<file path="src/rtl/arcade_clk_pkg.sv">
// arcade_clk_pkg
//   Shared defaults and helpers for the arcade clock-enable / core-reset
//   controller.
//   - DEF_NUM_CE / DEF_ACC_W / DEF_RST_HOLD : default parameter values
//   - cnt_width()  : bits needed to hold a hold count of 0..max_val
//   - ch_lsb()     : LSB of channel ch inside a packed per-channel bus
//   - ce_act_e     : which update a fractional channel performs this cycle
package arcade_clk_pkg;

  localparam int unsigned DEF_NUM_CE   = 3;
  localparam int unsigned DEF_ACC_W    = 16;
  localparam int unsigned DEF_RST_HOLD = 16;

  // Width of a down-counter that must hold max_val; never narrower than 1.
  function automatic int unsigned cnt_width(input int unsigned max_val);
    return (max_val < 1) ? 1 : $clog2(max_val + 1);
  endfunction

  // Channel ch occupies [ch*w +: w] of the packed num/den buses.
  function automatic int unsigned ch_lsb(input int unsigned ch, input int unsigned w);
    return ch * w;
  endfunction

  typedef enum logic [1:0] {
    ACT_HOLD  = 2'd0,  // paused or den==0: phase frozen, no enable
    ACT_STEP  = 2'd1,  // acc += num, no enable
    ACT_WRAP  = 2'd2,  // acc += num - den, enable
    ACT_CLEAR = 2'd3   // phase out of range or num>den: acc = 0, enable
  } ce_act_e;

endpackage

</file>
<file path="src/rtl/arcade_frac_ce.sv">
// arcade_frac_ce
//   One fractional clock-enable channel. A num/den phase accumulator emits
//   exactly num enables per den clocks over the long run, with no drift.
//   Ports:
//     clk_i    system clock, rising edge
//     reset_i  synchronous active-high reset (acc=0, ce=0)
//     pause_i  freezes the phase and forces ce low
//     num_i    numerator (rate = num/den)
//     den_i    denominator; 0 disables the channel
//     ce_o     registered single-cycle enable
module arcade_frac_ce
  import arcade_clk_pkg::*;
#(
  parameter int unsigned ACC_W = DEF_ACC_W
) (
  input  logic             clk_i,
  input  logic             reset_i,
  input  logic             pause_i,
  input  logic [ACC_W-1:0] num_i,
  input  logic [ACC_W-1:0] den_i,
  output logic             ce_o
);

  logic [ACC_W-1:0] acc_q, acc_d;
  logic             ce_q, ce_d;
  logic [ACC_W:0]   sum;
  ce_act_e          act;

  always_comb begin
    // One extra bit so acc+num never wraps before the compare with den.
    sum   = {1'b0, acc_q} + {1'b0, num_i};
    act   = ACT_STEP;
    acc_d = acc_q;
    ce_d  = 1'b0;

    if (pause_i || (den_i == '0)) begin
      act = ACT_HOLD;
    end else if ((acc_q >= den_i) || (num_i > den_i)) begin
      // acc >= den only happens when den shrank at runtime; restart phase.
      // num > den saturates at one enable per cycle.
      act = ACT_CLEAR;
    end else if (sum >= {1'b0, den_i}) begin
      act = ACT_WRAP;
    end else begin
      act = ACT_STEP;
    end

    case (act)
      ACT_CLEAR: begin
        acc_d = '0;
        ce_d  = 1'b1;
      end
      ACT_WRAP: begin
        acc_d = ACC_W'(sum - {1'b0, den_i});
        ce_d  = 1'b1;
      end
      ACT_STEP: begin
        acc_d = sum[ACC_W-1:0];
      end
      default: begin
        acc_d = acc_q;
      end
    endcase
  end

  always_ff @(posedge clk_i) begin
    if (reset_i) begin
      acc_q <= '0;
      ce_q  <= 1'b0;
    end else begin
      acc_q <= acc_d;
      ce_q  <= ce_d;
    end
  end

  assign ce_o = ce_q;

endmodule

</file>
<file path="src/rtl/arcade_clk_ctrl.sv">
// arcade_clk_ctrl
//   Clock-enable and core-reset controller for the arcade top levels.
//   NUM_CE fractional enables are generated from clk_sys; the game core is
//   held in reset while a ROM download runs, before the first download has
//   completed, or while the user asks for a reset, and for RST_HOLD cycles
//   after the last request clears.
//   Ports:
//     clk_sys      system clock, rising edge
//     reset        synchronous active-high module reset (PLL not locked)
//     soft_reset   user reset request, level
//     ioctl_downl  ROM download in progress, level
//     pause        freezes all enables (one-cycle latency in and out)
//     ce_num       per-channel numerators, channel i at [i*ACC_W +: ACC_W]
//     ce_den       per-channel denominators, same packing
//     ce           registered single-cycle enables
//     core_reset   registered reset to the game core
//     rom_loaded   sticky: a download has completed since power-up
module arcade_clk_ctrl
  import arcade_clk_pkg::*;
#(
  parameter int unsigned NUM_CE   = DEF_NUM_CE,
  parameter int unsigned ACC_W    = DEF_ACC_W,
  parameter int unsigned RST_HOLD = DEF_RST_HOLD
) (
  input  logic                    clk_sys,
  input  logic                    reset,
  input  logic                    soft_reset,
  input  logic                    ioctl_downl,
  input  logic                    pause,
  input  logic [NUM_CE*ACC_W-1:0] ce_num,
  input  logic [NUM_CE*ACC_W-1:0] ce_den,
  output logic [NUM_CE-1:0]       ce,
  output logic                    core_reset
  ,
  output logic                    rom_loaded
);

  localparam int unsigned CNT_W = cnt_width(RST_HOLD);
  localparam logic [CNT_W-1:0] HOLD_LOAD = CNT_W'(RST_HOLD);

  // Enables keep running while core_reset is high: the core needs them
  // to clock through its own reset.
  for (genvar g = 0; g < NUM_CE; g++) begin : g_ch
    arcade_frac_ce #(
      .ACC_W (ACC_W)
    ) u_ce (
      .clk_i   (clk_sys),
      .reset_i (reset),
      .pause_i (pause),
      .num_i   (ce_num[ch_lsb(g, ACC_W) +: ACC_W]),
      .den_i   (ce_den[ch_lsb(g, ACC_W) +: ACC_W]),
      .ce_o    (ce[g])
    );
  end

  logic             downl_d_q;
  logic [CNT_W-1:0] cnt_q, cnt_d;
  logic             core_reset_q, core_reset_d;
  logic             rom_loaded_d;
  logic             req;
  // Power-up value only; module reset leaves it alone so ROM contents
  // survive a PLL relock.
  logic             rom_loaded_q = 1'b0;

  always_comb begin
    // downl_d is cleared by reset, so a download already low at release
    // does not count as a completed download.
    rom_loaded_d = rom_loaded_q | (downl_d_q & ~ioctl_downl);
    req          = soft_reset | ioctl_downl | ~rom_loaded_d;
    cnt_d        = cnt_q;
    core_reset_d = 1'b0;
    if (req) begin
      cnt_d        = HOLD_LOAD;
      core_reset_d = 1'b1;
    end else if (cnt_q != '0) begin
      cnt_d        = cnt_q - CNT_W'(1);
      core_reset_d = 1'b1;
    end
  end

  always_ff @(posedge clk_sys) begin
    if (reset) begin
      downl_d_q    <= 1'b0;
      cnt_q        <= HOLD_LOAD;
      core_reset_q <= 1'b1;
    end else begin
      downl_d_q    <= ioctl_downl;
      cnt_q        <= cnt_d;
      core_reset_q <= core_reset_d;
    end
  end

  always_ff @(posedge clk_sys) begin
    if (!reset) begin
      rom_loaded_q <= rom_loaded_d;
    end
  end

  assign core_reset = core_reset_q;
  assign rom_loaded = rom_loaded_q;

endmodule

</file>
<file path="config.mk">
export PLATFORM = sky130hd
export DESIGN_NAME = arcade_clk_ctrl
export DESIGN_NICKNAME = d
export VERILOG_FILES = /design/src/rtl/arcade_clk_pkg.sv /design/src/rtl/arcade_frac_ce.sv /design/src/rtl/arcade_clk_ctrl.sv
export SDC_FILE = /design/constraint.sdc
export NUM_CORES = 1
export LEC_CHECK = 0
export CAP_MARGIN = 20
export CELL_PAD_IN_SITES_DETAIL_PLACEMENT = 0
export CELL_PAD_IN_SITES_GLOBAL_PLACEMENT = 1
export CORE_ASPECT_RATIO = 1.5
export CORE_MARGIN = 5
export CORE_UTILIZATION = 43
export CTS_CLUSTER_DIAMETER = 150
export DETAILED_ROUTE_END_ITERATION = 8
export DONT_BUFFER_PORTS = 1
export PLACE_DENSITY = 0.74
export RECOVER_POWER = 25
export SLEW_MARGIN = 20
export SYNTH_ARGS = -nofsm -noshare
export SYNTH_HDL_FRONTEND = slang
export SYNTH_SLANG_ARGS = --single-unit
</file>
<file path="constraint.sdc">
create_clock -name clk_sys -period 10.6 [get_ports clk_sys]
set_input_delay 2.12 -clock clk_sys [delete_from_list [all_inputs] [get_ports clk_sys]]
set_output_delay 2.12 -clock clk_sys [all_outputs]
set_load 0.005 [all_outputs]
</file>
==> impl_metrics.env, run 1 <==
export IMPL_dp_hpwl_mm=23.64
export IMPL_worstPathMaxFanout=10
export IMPL_synth_cell_types=68
export IMPL_reg2reg_to="g_ch[0].u_ce.acc_q[14]$_SDFFE_PP0P_"
export IMPL_grt_max_degree=27
export IMPL_fin_nets=1479
export IMPL_min_from="cnt_q[4]$_SDFFE_PP1P_"
export IMPL_ys_seq_area_share_pct=12.77
export IMPL_cp_required_ns=10.81
export IMPL_area_growth_pct=5.164
export IMPL_syn_area_um2=9328
export IMPL_global_route_usage_met3_pct=2.719
export IMPL_cts_clk_slew_worst_paths_ns=0.05
export IMPL_ctsLongestPathBuffers=2
export IMPL_die_w_um=130.3
export IMPL_io_pins=106
export IMPL_grt_usage_pct=22.28
export IMPL_viasPerCell=6.061
export IMPL_fin_cells=1443
export IMPL_drt_wl_total_mm=27.84
export IMPL_reg2reg_slack_ns=3.85
export IMPL_fin_hold_ws_ns=0.4516
export IMPL_postCtsSetupBuffers=0
export IMPL_cts_resized=0
export IMPL_worst_pin_slew_ns=1.078
export IMPL_dpl_cell_count=1428
export IMPL_ys_ff_latch=59
export IMPL_die_h_um=190.4
export IMPL_clk_latency_ns=0.34
export IMPL_place_gp_congestion=0.8955
export IMPL_cts_sinks=59
export IMPL_grt_ovfl_total=0
export IMPL_min_period_ns=8.129
export IMPL_design_die_area_um2=24800
export IMPL_maxSlewViolCount=0
export IMPL_dr_total_vias=8746
export IMPL_coreArea_um2=21550
export IMPL_timing_rr_start="g_ch[0].u_ce.acc_q[8]$_SDFFE_PP0P_"
export IMPL_setup_violations=0
export IMPL_p_leak_uw=0.004675
export IMPL_cts_buffers=9
export IMPL_avgSynthCellArea_um2=7.905
export IMPL_maxCapViolations=0
export IMPL_synth_edf_count=1
export IMPL_hold_end="cnt_q[4]$_SDFFE_PP1P_"
export IMPL_cts_hold_buf=0
export IMPL_min_path_type="reg2reg"
export IMPL_htree_levels=3
export IMPL_syn_nets=1492
export IMPL_grt_pass1_vias=8948
export IMPL_route_detailed_drc=0
export IMPL_dp_slack_ns=2.600
export IMPL_firstDrtPassIters=5
export IMPL_worst_setup_path_start_kind="primary input"
export IMPL_layout_setup_ws_ns=2.471
export IMPL_wl_per_cell_um=19.29
export IMPL_fmax_mhz=123.0
export IMPL_endpoint_kind="flip-flop"
export IMPL_rsz0062_at_grt="no"
export IMPL_antenna_found_initial=1
export IMPL_synthArstFlopShare_pct=0
export IMPL_cp_arrival_ns=8.34
export IMPL_root_buffer="clkbuf_16"
export IMPL_diodes=0
export IMPL_finalCritPeriodShare_pct=76.69
export IMPL_layout_drive_gt1_share_pct=1.879
export IMPL_yosys_warnings=0
export IMPL_ir_drop_uv=81.46
export IMPL_start_util_pct=43.28
export IMPL_drtIter0Drc=415
export IMPL_setup_tns_ns=0
export IMPL_grt_util_met1_pct=23.88
export IMPL_finClkSkew_ns=0.01010
export IMPL_reg2regPathDepth=23
export IMPL_holdPathStages=1
export IMPL_io_buffers=0
export IMPL_drtAntennaViolNets=0
export IMPL_syn_inst=1180
export IMPL_p_per_area_nw_per_um2=182.8
export IMPL_grt_pass1_wl_mm=44.01
export IMPL_grt_busiest_layer="met2"
export IMPL_rows=66
export IMPL_met2_usage_pct=42.00
export IMPL_synthFlopType="dfxtp_1"
export IMPL_slew_headroom_pct=26.31
export IMPL_cts_tree="done"
export IMPL_status="completed"
export IMPL_path_class="in2reg"
export IMPL_hold_viol=0
-- worst max path at each step --
stage	start	to	slack (ns)
floorplan	ce_num[0]	g_ch[0].u_ce.acc_q[14]$_SDFFE_PP0P_	3.03
global placement	ce_num[0]	g_ch[0].u_ce.acc_q[14]$_SDFFE_PP0P_	2.75
detailed placement	ce_num[0]	g_ch[0].u_ce.acc_q[14]$_SDFFE_PP0P_	2.60
CTS	ce_num[0]	g_ch[0].u_ce.acc_q[14]$_SDFFE_PP0P_	2.93
global route	ce_num[1]	g_ch[0].u_ce.acc_q[14]$_SDFFE_PP0P_	1.98
finish	ce_num[0]	g_ch[0].u_ce.acc_q[14]$_SDFFE_PP0P_	2.47
-- state kept, by name (all words and copies together), names as in the netlist --
register,count
g_ch.u_ce.acc_q,48
cnt_q,5
g_ch.u_ce.ce_o,3
core_reset,1
downl_d_q,1
rom_loaded,1
-- synthesized netlist by cell type (7+ instances only) --
| cell type | number | area share [%] |
|---|---|---|
| a21o_1 | 49 | 3.9 |
| nand2b_1 | 24 | 1.6 |
| a211oi_1 | 21 | 1.7 |
| xnor2_1 | 45 | 4.2 |
| o21ai_0 | 86 | 4.6 |
| and3_1 | 14 | 0.94 |
| clkbuf_1 | 21 | 0.85 |
| inv_1 | 85 | 3.4 |
| a21oi_1 | 86 | 4.6 |
| o21bai_1 | 8 | 0.64 |
| nand4_1 | 21 | 1.4 |
| nor2b_1 | 21 | 1.4 |
| nand2_1 | 62 | 2.5 |
| a22oi_1 | 26 | 2.1 |
| nor4_1 | 18 | 1.2 |
| a22o_1 | 12 | 1.1 |
| nand3_1 | 18 | 0.97 |
| o211ai_1 | 9 | 0.72 |
| a221o_1 | 9 | 0.97 |
| xor2_1 | 27 | 2.5 |
| nor2_1 | 90 | 3.6 |
| a221oi_1 | 7 | 0.66 |
| ha_1 | 205 | 27 |
| o21a_1 | 27 | 2.2 |
| dfxtp_1 | 58 | 12 |
| nor3_1 | 21 | 1.1 |
| o22ai_1 | 11 | 0.74 |
| a31oi_1 | 8 | 0.54 |
-- metal layers --
| layer | vias up | wire length (um) |
|---|---|---|
| li1 | 4428 | - |
| met1 | 4044 | 10830 |
| met2 | 204 | 14580 |
| met3 | 68 | 1122 |
| met4 | 2 | 1289 |
| met5 | - | 20 |
-- stage by stage --
step	power [uW]	area, um2	util (%)
detailed placement	1514	9567	44.39
floorplan	1260	9328	-
global route	1962	9809	45.51
global placement	1513	9567	44.39
finish	1793	9809	45.51
CTS	1801	9828	45.60
-- worst max-delay path: stages --
cell and delay [ns]:
ha_1 0.21, inv_1 0.08, fa_1 0.25, nor2b_4 0.05, o31a_1 0.27, o41a_1 0.36
nand3_1 0.15, a211oi_1 0.09, a211oi_1 0.33, xnor2_1 0.20, ha_1 0.35, o2111ai_1 0.13
a21oi_1 0.07, a2111oi_0 0.82, a31oi_1 0.19, or4_1 0.47, o21ai_1 0.21, ha_1 0.38
nor2b_1 0.21, and2_1 0.23, nand2_1 0.26, nor2_1 0.07, a22o_1 0.18, a221oi_1 0.21
o211ai_1 0.11, or3_1 0.33
-- area by class of cell --
class	instances	area, um2
inverters	85	319.1
clock inverters	3	15.01
well taps	272	340.3
multi-input cells	1012	7697
fillers	2252	11740
clock buffers	12	246.5
flip-flops and latches	59	1191
-- cells by family after synthesis --
logic type                 count (synthesis)  share of synthesized area [%]
AOI/OAI and AO/OA                        412                          29.93
buffers and inverters                    109                          4.507
muxes                                      4                         0.4561
and+or+nand+nor                          313                          16.79
adders and majority gates                211                          28.79
xor gates and xnor gates                  72                          6.761
DFF                                       59                          12.77
-- layout by cell type, fill, tap and decap left out, types with 6 or more instances in the layout --
cell type	instances
o22ai_1	11
ha_1	205
dfxtp_1	58
nor3_1	21
and3_1	14
a221o_1	9
nor4_1	18
xnor2_1	45
o211ai_1	9
xor2_1	27
inv_1	85
nor2_1	90
nand4_1	21
fa_1	6
nor2b_1	21
a22oi_1	26
a221oi_1	7
a211oi_1	21
a21oi_1	86
clkbuf_16	9
a22o_1	12
nand3_1	18
o21a_1	27
a21o_1	49
o21ai_0	86
nand2b_1	24
a31oi_1	8
nand2_1	62
o21bai_1	8
-- power breakdown --
part	internal (uW)	switching [uW]
Combinational	513	700
Sequential	263	40.7
Clock	162	114
Total	938	855
(Power assumes the default switching activity.)
==> run 2, diff against run 1 <==
- clock period: 10.6 -> 8.1 ns (I/O delays scaled with it)
==> run 2 against run 1 <==
  * Design area rose by 0.97%
  * Critical path depth did not move
  * Non-clock buffer count rose by 3
  * Sequential power rose by 31%
  * First-iteration DRC count fell by 13%
  * Critical endpoint unchanged
==> impl_metrics.env, run 2 (synthesis results as in run 1) <==
export IMPL_layout_drive_gt1_share_pct=2.383
export IMPL_grt_ovfl_total=0
export IMPL_cp_arrival_ns=7.38
export IMPL_holdPathStages=1
export IMPL_worstPathMaxFanout=10
export IMPL_coreArea_um2=21550
export IMPL_cp_required_ns=8.32
export IMPL_wl_per_cell_um=19.09
export IMPL_dr_total_vias=8686
export IMPL_die_h_um=190.4
export IMPL_hold_end="cnt_q[4]$_SDFFE_PP1P_"
export IMPL_status="completed"
export IMPL_global_route_usage_met3_pct=3.083
export IMPL_cts_buffers=9
export IMPL_reg2regPathDepth=26
export IMPL_reg2reg_slack_ns=1.84
export IMPL_io_pins=106
export IMPL_fin_hold_ws_ns=0.4507
export IMPL_rsz0062_at_grt="no"
export IMPL_dp_slack_ns=0.6083
export IMPL_path_class="in2reg"
export IMPL_top_register="g_ch.u_ce.acc_q"
export IMPL_mostFrequentLayoutCell="ha_1"
export IMPL_drt_wl_total_mm=27.63
export IMPL_worst_pin_slew_ns=0.8737
export IMPL_postCtsSetupBuffers=0
export IMPL_firstDrtPassIters=5
export IMPL_place_gp_congestion=0.9082
export IMPL_fmax_mhz=139.7
export IMPL_final_design_area_no_fill_um2=9905
export IMPL_setup_violations=0
export IMPL_io_buffers=0
export IMPL_grt_pass1_wl_mm=42.99
export IMPL_worst_setup_path_start_kind="primary input"
export IMPL_reg2reg_to="g_ch[0].u_ce.acc_q[14]$_SDFFE_PP0P_"
export IMPL_min_period_ns=7.157
export IMPL_p_leak_uw=0.004711
export IMPL_finalCritPeriodShare_pct=88.35
export IMPL_p_per_area_nw_per_um2=243.9
export IMPL_diodes=0
export IMPL_met2_usage_pct=42.47
export IMPL_maxCapViolations=0
export IMPL_antenna_found_initial=0
export IMPL_grt_max_degree=27
export IMPL_layout_common_cells="ha_1, nor2_1, o21ai_0, a21oi_1, inv_1"
export IMPL_layout_setup_ws_ns=0.9434
export IMPL_viasPerCell=6.003
export IMPL_largest_reg_flops=48
export IMPL_ctsLongestPathBuffers=2
export IMPL_start_util_pct=43.28
export IMPL_ir_drop_uv=114.6
export IMPL_grt_usage_pct=21.98
export IMPL_drtIter0Drc=361
export IMPL_fin_nets=1482
export IMPL_grt_util_met1_pct=23.59
export IMPL_drtAntennaViolNets=0
export IMPL_dp_hpwl_mm=23.58
export IMPL_maxSlewViolCount=0
export IMPL_clk_latency_ns=0.35
export IMPL_min_from="cnt_q[4]$_SDFFE_PP1P_"
export IMPL_slew_headroom_pct=40.25
export IMPL_grt_pass1_vias=8616
export IMPL_die_w_um=130.3
export IMPL_cts_clk_slew_worst_paths_ns=0.06
export IMPL_route_detailed_drc=0
export IMPL_design_die_area_um2=24800
export IMPL_cts_tree="done"
export IMPL_dpl_instance_area_um2=9589
export IMPL_timing_rr_start="g_ch[0].u_ce.acc_q[0]$_SDFFE_PP0P_"
export IMPL_setup_tns_ns=0
export IMPL_endpoint_kind="flip-flop"
export IMPL_htree_levels=3
export IMPL_power_uw=2416
export IMPL_area_growth_pct=6.184
export IMPL_cts_sinks=59
export IMPL_rows=66
export IMPL_finClkSkew_ns=0.01072
export IMPL_hold_viol=0
export IMPL_min_path_type="reg2reg"
export IMPL_cts_resized=0
export IMPL_cts_hold_buf=0
export IMPL_root_buffer="clkbuf_16"
export IMPL_grt_busiest_layer="met2"
-- run 2: stage by stage --
stage	std cells	util [%]
finish	1447	45.95
global route	1447	45.95
CTS	1447	45.95
detailed placement	1431	44.49
global placement	1431	44.49
floorplan	1180	-
-- run 2: how the worst max path moves through the flow --
| stage | startpoint | to | slack, ns | cells after the start |
|---|---|---|---|---|
| after floorplan | ce_num[0] | g_ch[0].u_ce.acc_q[14]$_SDFFE_PP0P_ | 1.03 | 29 |
| after global placement | ce_num[0] | g_ch[0].u_ce.acc_q[14]$_SDFFE_PP0P_ | 0.75 | 26 |
| after detailed placement | ce_num[0] | g_ch[0].u_ce.acc_q[14]$_SDFFE_PP0P_ | 0.61 | 26 |
| after CTS | ce_num[0] | g_ch[0].u_ce.acc_q[14]$_SDFFE_PP0P_ | 0.97 | 26 |
| after global routing | ce_num[0] | g_ch[0].u_ce.acc_q[14]$_SDFFE_PP0P_ | 0.56 | 26 |
| final | ce_num[0] | g_ch[0].u_ce.acc_q[14]$_SDFFE_PP0P_ | 0.94 | 26 |
-- run 2: worst max-delay path, stage by stage --
cell and delay, ns:
ha_1 0.21, inv_1 0.07, fa_1 0.24, nor2b_4 0.05, o31a_1 0.27, o41a_1 0.37
nand3_1 0.15, a211oi_1 0.09, a211oi_1 0.30, xnor2_1 0.21, ha_1 0.38, o2111ai_1 0.14
a21oi_1 0.09, a2111oi_4 0.42, a31oi_1 0.14, or4_1 0.44, o21ai_1 0.20, ha_1 0.38
nor2b_1 0.22, and2_1 0.23, nand2_1 0.24, nor2_1 0.07, a22o_1 0.18, a221oi_1 0.21
o211ai_1 0.12, or3_1 0.32
-- run 2: metal layers --
metal | share of wire, % | up-vias | wire (um)
li1 | - | 4429 | -
met1 | 40 | 4029 | 11080
met2 | 53 | 175 | 14660
met3 | 3.6 | 53 | 994
met4 | 3.3 | 0 | 900
met5 | 0 | - | 0
-- run 2: layout make-up --
| class | instances | area (um2) |
|---|---|---|
| fillers | 2223 | 11650 |
| multi-input cells | 1012 | 7716 |
| flip-flops and latches | 59 | 1191 |
| well taps | 272 | 340.3 |
| inverters | 85 | 319.1 |
| clock buffers | 13 | 270.3 |
| clock inverters | 3 | 45.04 |
| repair buffers | 3 | 22.52 |
-- run 2: where the power goes --
| part | internal, uW | leakage, uW | total (uW) | switching (uW) |
|---|---|---|---|---|
| Sequential | 344 | 0.000480 | 397 | 52.9 |
| Clock | 264 | 0.000148 | 419 | 155 |
| Combinational | 684 | 0.00408 | 1600 | 917 |
| Total | 1290 | 0.00471 | 2420 | 1120 |
